### config.mk
export PLATFORM = sky130hd
export DESIGN_NAME = lsu_dcache_fill_ctl
export DESIGN_NICKNAME = d
export VERILOG_FILES = /design/src/rtl/lsu_dcache_fill_ctl_pkg.sv /design/src/rtl/lsu_dcache_way_pick.sv /design/src/rtl/lsu_dcache_fill_ctl.sv
export SDC_FILE = /design/constraint.sdc
export NUM_CORES = 1
export LEC_CHECK = 0
export CAP_MARGIN = 20
export CORE_ASPECT_RATIO = 2
export CORE_MARGIN = 2
export CORE_UTILIZATION = 41
export CTS_CLUSTER_SIZE = 8
export DETAILED_ROUTE_END_ITERATION = 7
export GPL_TIMING_DRIVEN = 1
export MAX_ROUTING_LAYER = met4
export PLACE_DENSITY_LB_ADDON = 0.15
export SLEW_MARGIN = 20
export SYNTH_ARGS = -nofsm -noshare
export SYNTH_HDL_FRONTEND = slang
export SYNTH_HIERARCHICAL = 1
export SYNTH_SLANG_ARGS = --single-unit
### constraint.sdc
create_clock -name clk -period 4.9 [get_ports clk]
set_input_delay 0.735 -clock clk [delete_from_list [all_inputs] [get_ports clk]]
set_output_delay 0.735 -clock clk [all_outputs]
set_load 0.03 [all_outputs]
### src/rtl/lsu_dcache_fill_ctl_pkg.sv
// Shared definitions for the D-cache fill controller.
// Holds the fill FSM encoding, dcache geometry constants and the way-index width.
package lsu_dcache_fill_ctl_pkg;

    localparam int DC_NWAY = 4;  // associativity; tied to the 2-bit LFSR output
    localparam int DC_IDXW = 7;  // 8KB, 16B lines, 4-way -> 128 sets
    localparam int DC_WAYW = 2;  // way-index width

    typedef enum logic [1:0] {
        IDLE   = 2'b00,
        LOOKUP = 2'b01,
        FILL   = 2'b10
    } fill_state_t;

endpackage

### src/rtl/lsu_dcache_way_pick.sv
// Replacement-way selection for a D-cache fill (purely combinational).
// Ports:
//   vld      in  DC_NWAY  valid bits of the indexed set
//   lock     in  DC_NWAY  locked ways (all-ones means "ignore locks")
//   lfsr_way in  DC_WAYW  pseudo-random way from the dcache LFSR
//   way      out DC_WAYW  chosen way
//   use_rand out 1        no usable invalid way; the random path was taken
module lsu_dcache_way_pick
    import lsu_dcache_fill_ctl_pkg::*;
(
    input  logic [DC_NWAY-1:0] vld,
    input  logic [DC_NWAY-1:0] lock,
    input  logic [DC_WAYW-1:0] lfsr_way,
    output logic [DC_WAYW-1:0] way,
    output logic               use_rand
);

    logic [DC_NWAY-1:0] eff_lock;
    logic [DC_NWAY-1:0] avail;
    logic [DC_WAYW-1:0] cand;

    always_comb begin
        // A fully locked set would leave nothing to replace, so locks are dropped.
        eff_lock = (&lock) ? '0 : lock;
        avail    = ~vld & ~eff_lock;
        way      = lfsr_way;
        use_rand = 1'b1;
        cand     = '0;
        // Scan downward so the lowest-numbered available way is the one kept.
        for (int w = DC_NWAY - 1; w >= 0; w--) begin
            if (avail[w]) begin
                way      = DC_WAYW'(w);
                use_rand = 1'b0;
            end
        end
        if (use_rand) begin
            // Nearest unlocked way at or above lfsr_way, wrapping 3->0.
            for (int k = DC_NWAY - 1; k >= 0; k--) begin
                cand = lfsr_way + DC_WAYW'(k);
                if (!eff_lock[cand]) way = cand;
            end
        end
    end

endmodule

### src/rtl/lsu_dcache_fill_ctl.sv
// D-cache line-fill sequencer: round-robin arbitration of per-thread fill
// requests, valid-array lookup, replacement-way choice and a single fill-write
// command to the data/tag arrays. One fill in flight at a time.
// Optional feature macro: LSU_DCACHE_WAY_LOCK_EN (honour way_lock_mask).
// Ports:
//   clk, reset                       clock, synchronous active-high reset
//   fill_req/fill_idx/fill_gnt       per-thread request, set index, 1-cycle grant
//   vld_rd_en/vld_rd_idx/vld_rd_data valid-array read (data 1 cycle after strobe)
//   lfsr_way/lfsr_advance            random way input, LFSR step pulse
//   way_lock_mask                    locked ways (feature build only)
//   fill_wr_vld/way/idx/tid/ack      fill-write command and its acceptance
//   busy                             fill in LOOKUP or FILL
module lsu_dcache_fill_ctl
    import lsu_dcache_fill_ctl_pkg::*;
#(
    parameter int NTHR = 4,
    parameter int NWAY = DC_NWAY,
    parameter int IDXW = DC_IDXW,
    parameter int TIDW = (NTHR > 1) ? $clog2(NTHR) : 1
) (
    input  logic                 clk,
    input  logic                 reset,
    input  logic [NTHR-1:0]      fill_req,
    input  logic [NTHR*IDXW-1:0] fill_idx,
    output logic [NTHR-1:0]      fill_gnt,
    output logic                 vld_rd_en,
    output logic [IDXW-1:0]      vld_rd_idx,
    input  logic [NWAY-1:0]      vld_rd_data,
    input  logic [DC_WAYW-1:0]   lfsr_way,
    output logic                 lfsr_advance,
    input  logic [NWAY-1:0]      way_lock_mask,
    output logic                 fill_wr_vld,
    output logic [DC_WAYW-1:0]   fill_wr_way,
    output logic [IDXW-1:0]      fill_wr_idx,
    output logic [TIDW-1:0]      fill_wr_tid,
    input  logic                 fill_wr_ack,
    output logic                 busy
);

    fill_state_t         state;
    logic [TIDW-1:0]     rr_ptr;
    logic [TIDW-1:0]     win;
    logic [TIDW-1:0]     cand;
    logic                req_any;
    logic                grant;
    logic [NWAY-1:0]     lock;
    logic [DC_WAYW-1:0]  pick_way;
    logic                pick_rand;

`ifdef LSU_DCACHE_WAY_LOCK_EN
    assign lock = way_lock_mask;
`else
    logic unused_lock;
    assign lock        = '0;
    assign unused_lock = |way_lock_mask;
`endif

    // Round-robin: downward scan so the smallest offset from rr_ptr wins.
    always_comb begin
        win     = '0;
        cand    = '0;
        req_any = 1'b0;
        for (int i = NTHR - 1; i >= 0; i--) begin
            cand = rr_ptr + TIDW'(i);
            if (fill_req[cand]) begin
                win     = cand;
                req_any = 1'b1;
            end
        end
    end

    // Grant and valid-array read are combinational from IDLE; reset masks them.
    assign grant        = (state == IDLE) && req_any && !reset;
    assign fill_gnt     = grant ? (NTHR'(1) << win) : '0;
    assign vld_rd_en    = grant;
    assign vld_rd_idx   = grant ? fill_idx[win*IDXW +: IDXW] : '0;
    assign lfsr_advance = (state == LOOKUP) && pick_rand && !reset;

    lsu_dcache_way_pick u_way_pick (
        .vld      (vld_rd_data),
        .lock     (lock),
        .lfsr_way (lfsr_way),
        .way      (pick_way),
        .use_rand (pick_rand)
    );

    always_ff @(posedge clk) begin
        if (reset) begin
            state       <= IDLE;
            rr_ptr      <= '0;
            fill_wr_vld <= 1'b0;
            fill_wr_way <= '0;
            fill_wr_idx <= '0;
            fill_wr_tid <= '0;
            busy        <= 1'b0;
        end else begin
            case (state)
                IDLE: begin
                    if (req_any) begin
                        fill_wr_tid <= win;
                        fill_wr_idx <= fill_idx[win*IDXW +: IDXW];
                        busy        <= 1'b1;
                        state       <= LOOKUP;
                    end
                end
                LOOKUP: begin
                    fill_wr_way <= pick_way;
                    fill_wr_vld <= 1'b1;
                    state       <= FILL;
                end
                FILL: begin
                    if (fill_wr_ack) begin
                        fill_wr_vld <= 1'b0;
                        busy        <= 1'b0;
                        rr_ptr      <= fill_wr_tid + TIDW'(1);
                        state       <= IDLE;
                    end
                end
                default: state <= IDLE;
            endcase
        end
    end

endmodule

==> results of run 1 <==
==> where the power goes <==
part	internal, mW	total [mW]	switching (mW)
Sequential	0.153	0.165	0.0117
Clock	0.0577	0.103	0.0455
Combinational	0.106	0.220	0.114
==> kinds of logic (layout without fill, tap and decap cells) <==
kind of cell | Yosys count | in the layout | share of synthesized area (%)
buf+inv | 18 | 77 | 10.2
mux | 20 | 20 | 15.1
compound gates | 51 | 51 | 25.5
flops | 17 | 17 | 23.8
other cells | 1 | 14 | 0.262
xor+xnor | 1 | 1 | 0.612
simple gates | 59 | 59 | 24.5
==> worst paths after layout <==
check                 startpoint              to  slack [ps]  cells past startpoint
hold / removal    fill_wr_idx[3]  fill_wr_idx[3]         470                      2
setup reg to reg       rr_ptr[0]  fill_wr_idx[4]        3130                      5
hold reg to reg   fill_wr_idx[3]  fill_wr_idx[3]         470                      2
setup / recovery     fill_req[1]   vld_rd_idx[3]        1050                      6
==> registers in the layout (all words and copies together) (netlist names) <==
name / flops
fill_wr_idx: 7
fill_wr_tid: 2
fill_wr_way: 2
rr_ptr: 2
state: 2
busy: 1
fill_wr_vld: 1
==> synthesized netlist by cell type (2+ instances only) <==
library cell	count
mux2i_1	19
nor2_1	19
dfxtp_1	17
a21oi_1	15
nand2_1	12
o22ai_1	12
o221ai_1	8
buf_6	6
inv_1	5
nand3_1	4
a21o_2	3
buf_2	3
nor2b_1	3
nor3b_1	3
o21ai_0	3
nand3b_1	2
nor3_2	2
nor4_4	2
or3_1	2
==> tightest hold or removal path: cells and delay by family, from the launching register on <==
family           cells  cell delay, ps
AO/OA/AOI/OAI        1              50
flip-flops           1             330
AND/OR/NAND/NOR      1              50
==> final cells by class <==
| cell class | instances | area, µm² |
|---|---|---|
| clock buffer | 4 | 45.0 |
| fill | 299 | 1260 |
| multi-input combinational | 145 | 993 |
| sequential | 17 | 340 |
| inverter | 5 | 18.8 |
| tap | 32 | 40.0 |
| timing repair buffer | 68 | 676 |
==> per-layer routing <==
layer | global-route usage [%] | vias up | share of wire [%]
li1 | - | 757 | -
met1 | 19.3 | 680 | 37
met2 | 37.8 | 55 | 54
met3 | 2.68 | 12 | 4.7
met4 | 11.7 | 0 | 4.0
met5 | - | - | 0
==> results.json, run 1 <==
{
  "slowest_stage": "clkdlybuf4s50_1",
  "placed_cell_area_um2": 2070,
  "wl_per_cell_um": 14.0,
  "fmax_mhz": 260,
  "crit_path_end_kind": "output port",
  "dieArea_um2": 4010,
  "dp_cells": 267,
  "min_path_type": "reg2reg",
  "max_cap_viol_count": 0,
  "place_ws_ps": 1040,
  "drive_above_1_share_pct": 7.95,
  "cts_tree": "yes",
  "outcome": "complete, no violations",
  "worstMarginPinSlew_ps": 597,
  "finalSetupViolations": 0,
  "area_delta_synth_final_pct": 47.6,
  "finClkSkew_ps": 1.75,
  "final_core_util_pct": 62.6,
  "clock-sinks": 17,
  "maxSlewHeadroom_pct": 60.2,
  "tns_ps": 0,
  "ant_nets": 0,
  "layout_commonest_cell": "clkdlybuf4s50_1",
  "avgSynthCellArea_um2": 8.57,
  "post_cts_buffers": 0,
  "fin_nets": 285,
  "p_leak_nw": 0.778,
  "num_vias": 1504,
  "io_buffers": 66,
  "critPathMostFrequentCell": "clkdlybuf4s50_1",
  "rsz0062_at_grt": "false",
  "ys_async_sr_fraction_pct": 0,
  "cts_max_level": 1,
  "ys.flop_type": "dfxtp_1",
  "yosysWarnings": 6,
  "max_stage_delay_ps": 630,
  "crit_path_max_fanout": 16,
  "grt_antenna_before_repair": 0,
  "grt.total_usage_pct": 20.7,
  "netlist_instances": 167,
  "critPathTopFamily": "buffers and inverters",
  "first_pass_iters": 4,
  "drc": 0,
  "die_w_um": 45.8,
  "overflow": 0,
  "clock_path_buffers": 2,
  "path_buf_inv": 2,
  "setup_ws_ps": 1050,
  "viasPerCell": 5.55,
  "die_h_um": 87.6,
  "grt_max_degree": 20,
  "drtIter0Drc": 29,
  "ys_ff_latch": 17,
  "critPathArrivalTime_ps": 3110,
  "initial_core_util_pct": 42.4,
  "worstPathCellList": "clkdlybuf4s50_1, nand3b_1, a2bb2oi_1, nand2b_1, o22ai_1, clkdlybuf4s50_1",
  "cts_buffers": 3,
  "yosysSeqAreaShare_pct": 23.8,
  "gp_congestion": 0.814,
  "rows": 30,
  "instances_no_fill": 271,
  "ir_worst_vdd_v": 0.000195,
  "ioPinCount": 71,
  "num_antenna_cells": 0,
  "critPathKind": "in2out",
  "p_per_area_nw_per_um2": 231,
  "whs_ps": 466,
  "root_buffer": "clkbuf_8",
  "cp.required_ps": 4160,
  "coreArea_um2": 3380,
  "synth_top_area_share_pct": 23.8,
  "start_kind": "input port",
  "clock_latency_ps": 250,
  "slew_violations": 0,
  "synth_top_area_cell": "dfxtp_1",
  "cts.clk_slew.worst_paths_ps": 60,
  "fin_area_um2": 2110,
  "routed_wl_mm": 3.80,
  "fin_crit_ps": 3850,
  "hold_viol": 0,
  "layout_common_cells": "66 x clkdlybuf4s50_1, 19 x mux2i_1, 19 x nor2_1, 17 x dfxtp_1, 15 x a21oi_1",
  "power_mw": 0.488,
  "cts_resized": 0,
  "grt_pass1_vias": 1499,
  "yosys-top-cells-area": "dfxtp_1 24%, mux2i_1 13%, a21oi_1 5.2%",
  "min_period_over_period_pct": 78.6,
  "synth_edf_count": 0,
  "dpl.hpwl_mm": 3.00,
  "cts_hold_buf": 0,
  "synth_cell_types": 46,
  "grt_pass1_wl_mm": 6.09,
  "synth_area_um2": 1430
}
Note: power is estimated with default switching activity, not from simulation.
==> inputs of run 2 (changes only) <==
- CORE_UTILIZATION: 41 -> 40
- clock period: 4.9 -> 4 ns (I/O delays scaled with it)
==> run 2 against run 1 <==
Critical path depth grew 2. Register-to-register slack lost 880 ps. Final cell count up 7.0%. Non-clock buffer count is 3 higher. First-iteration DRC count is 55% lower. Die area up 2.3%. Critical path type unchanged. Largest cell class unchanged.
==> results.json, run 2 (same netlist as run 1, synthesis figures left out) <==
{
  "drtIter0Drc": 13,
  "layout_common_cells": "66 x clkdlybuf4s50_1, 19 x mux2i_1, 19 x nor2_1, 17 x dfxtp_1, 15 x a21oi_1",
  "critPathArrivalTime_ps": 2910,
  "drive_above_1_share_pct": 9.50,
  "crit_path_end_kind": "output port",
  "pwr-share-seq_pct": 33.2,
  "grt_pass1_vias": 1396,
  "clock_path_buffers": 2,
  "die_h_um": 88.6,
  "pwr-share-clk_pct": 21.5,
  "slew_violations": 0,
  "fin_nets": 288,
  "top_register": "fill_wr_idx",
  "comb_power_share_pct": 45.3,
  "grt.total_usage_pct": 21.2,
  "setup_ws_ps": 490,
  "min_path_type": "reg2reg",
  "place_ws_ps": 454,
  "outcome": "complete, no violations",
  "rows": 30,
  "tns_ps": 0,
  "finalSetupViolations": 0,
  "dieArea_um2": 4100,
  "cts_buffers": 3,
  "grt_antenna_before_repair": 0,
  "slowest_stage": "clkdlybuf4s50_1",
  "p_per_area_nw_per_um2": 281,
  "cts_resized": 0,
  "critPathKind": "in2out",
  "whs_ps": 468,
  "overflow": 0,
  "cts_hold_buf": 0,
  "ant_nets": 0,
  "cts_max_level": 1,
  "max_cap_viol_count": 0,
  "gp_congestion": 0.835,
  "dpl.hpwl_mm": 3.21,
  "max_stage_delay_ps": 620,
  "ioPinCount": 71,
  "largest_reg_flops": 7,
  "n_fill_cell": 303,
  "net-switching-power_mw": 0.218,
  "clock_latency_ps": 260,
  "grt_pass1_wl_mm": 6.25,
  "cp.required_ps": 3400,
  "num_antenna_cells": 0,
  "routed_wl_mm": 3.97,
  "finClkSkew_ps": 8.43,
  "min_period_over_period_pct": 87.8,
  "hold_viol": 0,
  "initial_core_util_pct": 41.9,
  "num_vias": 1502,
  "first_pass_iters": 4,
  "p_leak_nw": 0.794,
  "final_core_util_pct": 63.2,
  "crit_path_max_fanout": 19,
  "area_delta_synth_final_pct": 50.7,
  "rsz0062_at_grt": "false",
  "switching_share_pct": 36.0,
  "clock-sinks": 17,
  "post_cts_buffers": 0,
  "instances_no_fill": 290,
  "cts_tree": "yes",
  "die_w_um": 46.3,
  "maxSlewHeadroom_pct": 66.3,
  "power_mw": 0.607,
  "worstPathCellList": "clkdlybuf4s50_1, mux2i_1, nor2_1, nor3_2, buf_4, mux2i_1, o22ai_1, clkdlybuf4s50_1",
  "viasPerCell": 5.18,
  "layout_commonest_cell": "clkdlybuf4s50_1",
  "intPower_mw": 0.389,
  "io_buffers": 66,
  "start_kind": "input port",
  "wl_per_cell_um": 13.7,
  "worstMarginPinSlew_ps": 504,
  "fin_area_um2": 2160,
  "drc": 0,
  "grt_max_degree": 20,
  "fin_crit_ps": 3510,
  "fmax_mhz": 285,
  "root_buffer": "clkbuf_8",
  "ir_worst_vdd_v": 0.000241,
  "cts.clk_slew.worst_paths_ps": 60,
  "coreArea_um2": 3420,
  "placed_cell_area_um2": 2110,
  "dp_cells": 286
}
run 2: changes by cell type in the layout (fill, tap and decap cells not counted), sizes merged:
cell	before	now
clkbuf	4	3
clkinv	0	1
buf	2	5
run 2: path summary, 6_finish.rpt:
check / to / startpoint / slack (ps) / cells after the start
max reg2reg: fill_wr_idx[6] / rr_ptr[1] / 2250 / 6
max: vld_rd_idx[6] / fill_req[2] / 490 / 8
min reg2reg: fill_wr_idx[2] / fill_wr_idx[2] / 470 / 2
min: fill_wr_idx[2] / fill_wr_idx[2] / 470 / 2
run 2: power groups by stage:
stage	clock network, mW	registers [mW]	logic, mW
2_1_floorplan	0	0.233	0.141
3_3_place_gp	0	0.204	0.273
3_5_place_dp	0	0.205	0.273
4_1_cts	0.132	0.202	0.274
5_1_grt	0.138	0.204	0.295
6_report	0.131	0.202	0.275
run 2: layer usage:
metal,global-route usage (%),part of all wire (%),up-vias
li1,-,-,764
met1,19.5,35,686
met2,40.8,59,46
met3,3.06,3.7,6
met4,7.79,2.3,0
met5,-,0,-
run 2: area by class of cell:
class | count | area (µm²) | area share (%)
multi-input cells | 145 | 993 | 46.1
repair buffers | 71 | 698 | 32.4
flip-flops and latches | 17 | 340 | 15.8
well taps | 48 | 60.1 | 2.78
clock buffers | 3 | 41.3 | 1.91
inverters | 5 | 18.8 | 0.870
clock inverters | 1 | 5.00 | 0.232
run 2: worst max-delay path, delay by kind of cell:
kind                   cells  cell delay [ps]
and+or+nand+nor            2              230
buffers and inverters      3             1440
muxes                      2              490
AOI/OAI and AO/OA          1              140
==> patch (config.mk and constraints of run 1) <==
The 3 states of `fill_state_t` get a one-hot encoding in 3 bits.
--- a/src/rtl/lsu_dcache_fill_ctl_pkg.sv
+++ b/src/rtl/lsu_dcache_fill_ctl_pkg.sv
@@ -6,10 +6,10 @@
     localparam int DC_IDXW = 7;  // 8KB, 16B lines, 4-way -> 128 sets
     localparam int DC_WAYW = 2;  // way-index width
 
-    typedef enum logic [1:0] {
-        IDLE   = 2'b00,
-        LOOKUP = 2'b01,
-        FILL   = 2'b10
+    typedef enum logic [2:0] {
+        IDLE   = 3'b001,
+        LOOKUP = 3'b010,
+        FILL   = 3'b100
     } fill_state_t;
 
 endpackage
Behaviour: same outputs for any inputs over 10 cycles, from zero or initial values and one cycle with reset high; not proved beyond that.
==> patch against run 1 <==
Total power grew 14%; largest cell class unchanged; clock skew is essentially flat; area after synthesis grew 3.2%; via count shrank 1.5%; design area grew 2.9%; clock power grew 16%; worst setup slack lost 0.27 ns; worst hold slack gained 0.0055 ns; routed wire length shrank 6.5%; largest power group unchanged; sequential cell count grew 1; utilization grew 1.1 points; sequential share of layout area grew 0.47 points; global-route usage shrank 1.4 points.
==> patch: results (changes against run 1) <==
Synthesis
  – Yosys warnings: 6 (unchanged)
  – Count of cell types in the netlist: 51 (+11%)
  – Xor/xnor share of the synthesized area: 0.5927% (-0.019 points)
  – Synth top cells by count: 19 x mux2i_1, 19 x nor2_1, 18 x dfxtp_1, 13 x a21oi_1, 11 x o22ai_1
  – Seq/Total Area, Yosys: 24.39% (+0.61 points)
  – Synth Flop Type: dfxtp_1
  – FFs w/ async S/R, synth: 0% (unchanged)
  – Synth area leaders: dfxtp_1 24%, mux2i_1 13%, buf_6 7.6%
  – Post-synthesis mux area share: 14.65% (-0.47 points)
  – Adder-Cell Fraction of Synth Area: 0% (unchanged)
  – Synth top area share: 24.39% (+0.61 points)
  – Post-synthesis compound-gate area fraction: 26.93% (+1.4 points)

Place
  – DP Area: 0.002120 sq mm (+2.5%)
  – # port buffers: 66 (unchanged)
  – DP Wirelength: 2849 um (-5.1%)
  – Routability congestion estimate: 0.8670 (+6.5%)

Clock tree
  – CTS Buffer Depth: 2 (unchanged)
  – Worst skew pair latency: 0.25 ns (about the same)
  – Total CTS buffers: 3 (unchanged)
  – Post_cts resized: 0 (unchanged)
  – Number of buffers added for setup after CTS: 0 (unchanged)
  – H-tree lvl count: 1 (unchanged)
  – Root Buffer: clkbuf_8
  – Worst-path clk slew: around 0.070 ns

STA
  – Clk_skew: 0.001393 ns (-0.0003523 ns)
  – Max_slew headroom: 46.09% (-14 points)

Worst hold path
  – Hold WC Path Type: flop to flop

Finish
  – Share of cells above drive strength 1: 8.714% (+0.76 points)
  – Top flop regs: fill_wr_idx (7), state (3)
  – ANT cells: 0 (unchanged)
  – Fill cells: 311 (+4.0%)
  – NumNets Final: 287 (+0.70%)

Outcome
  – Status: finished clean

Power and ir drop
  – Worst IR Drop VDD: 202.4 uV (+4.0%)
  – LEAKAGE: 0.7808 nW (+0.39%)

Setup path
  – Crit-path max FO: 16 (unchanged)
  – Slowest CP cell: clkdlybuf4s50_1
  – CP peak stage delay: 0.72 ns (+0.09 ns)
  – Crit path max-delay family: buffers and inverters

Global route
  – Number of global-route vias before repair: 1462 (-2.5%)
  – First-pass GRT wire length: 5878 um (-3.5%)
  – GRT Util Overall: 19.34% (-1.4 points)
  – Largest net degree at the start of global routing: 19 (-5.0%)
  – Initial antenna violation count: 0 (unchanged)

Route
  – Via count: 1482 (-1.5%)
  – 1st-iter DRT viols: 18 (-38%)
  – Drt total wl: 3549 um (-6.5%)
  – First drt pass iteration count: 4 (unchanged)
==> patch: where the power goes <==
part / leakage [nW] / total [mW] / switching, mW / internal [mW]
clock: 0.0288 / 0.119 / 0.0481 / 0.0712
combinational: 0.604 / 0.257 / 0.134 / 0.122
sequential: 0.148 / 0.181 / 0.0146 / 0.166
==> patch: cells by family (layout without fill, tap and decap cells) <==
kind of cell           Yosys count  in the layout
AND/OR/NAND/NOR                 56             56
buffers and inverters           21             79
flip-flops                      18             18
AO/OA/AOI/OAI                   53             53
multiplexers                    20             20
XOR/XNOR                         1              1
other                            1             14
==> patch: final timing paths <==
check / start / end / slack, ns / depth (start not counted)
setup reg to reg: rr_ptr[1]$_SDFFE_PP0P_ / fill_wr_idx[5]$_SDFFE_PP0P_ / 2.86 / 5
setup / recovery: fill_req[0] / vld_rd_idx[1] / 0.78 / 7
hold / removal: fill_wr_idx[0]$_SDFFE_PP0P_ / fill_wr_idx[0]$_SDFFE_PP0P_ / 0.47 / 2
hold reg to reg: fill_wr_idx[0]$_SDFFE_PP0P_ / fill_wr_idx[0]$_SDFFE_PP0P_ / 0.47 / 2
==> patch: metrics by stage <==
| step | worst slack [ns] | power [mW] | cells | util [%] | hold WS (ns) |
|---|---|---|---|---|---|
| CTS | 0.7870 | 0.5604 | 289 | 63.66 | 0.4700 |
| global route | 0.6492 | 0.5877 | 289 | 63.66 | 0.4954 |
| floorplan | 1.962 | 0.3482 | 183 | - | 0.4753 |
| finish | 0.7808 | 0.5566 | 289 | 63.66 | 0.4713 |
| global placement | 0.8206 | 0.4375 | 285 | 62.05 | 0.4457 |
| detailed placement | 0.7867 | 0.4397 | 285 | 62.05 | 0.4521 |
==> patch: routing by layer <==
layer	share of wire (%)	global-route usage [%]
met2	53	33.96
met1	39	20.62
met5	0	-
met3	6.7	4.242
met4	1.4	5.974
==> patch: layout make-up <==
type | instances | area, sq um | share of cell area (%)
tap | 48 | 60.06 | 2.762
multi-input combinational | 144 | 1001 | 46.03
inverter | 8 | 30.03 | 1.381
clock buffer | 4 | 55.05 | 2.532
timing repair buffer | 67 | 668.1 | 30.72
sequential | 18 | 360.3 | 16.57
==> patch: worst reg2reg max path, delay by kind of cell, from the launching register on <==
kind,cells,cell delay (ns)
AOI/OAI and AO/OA,2,0.64
and+or+nand+nor,2,0.63
DFF,1,0.42
muxes,1,0.20
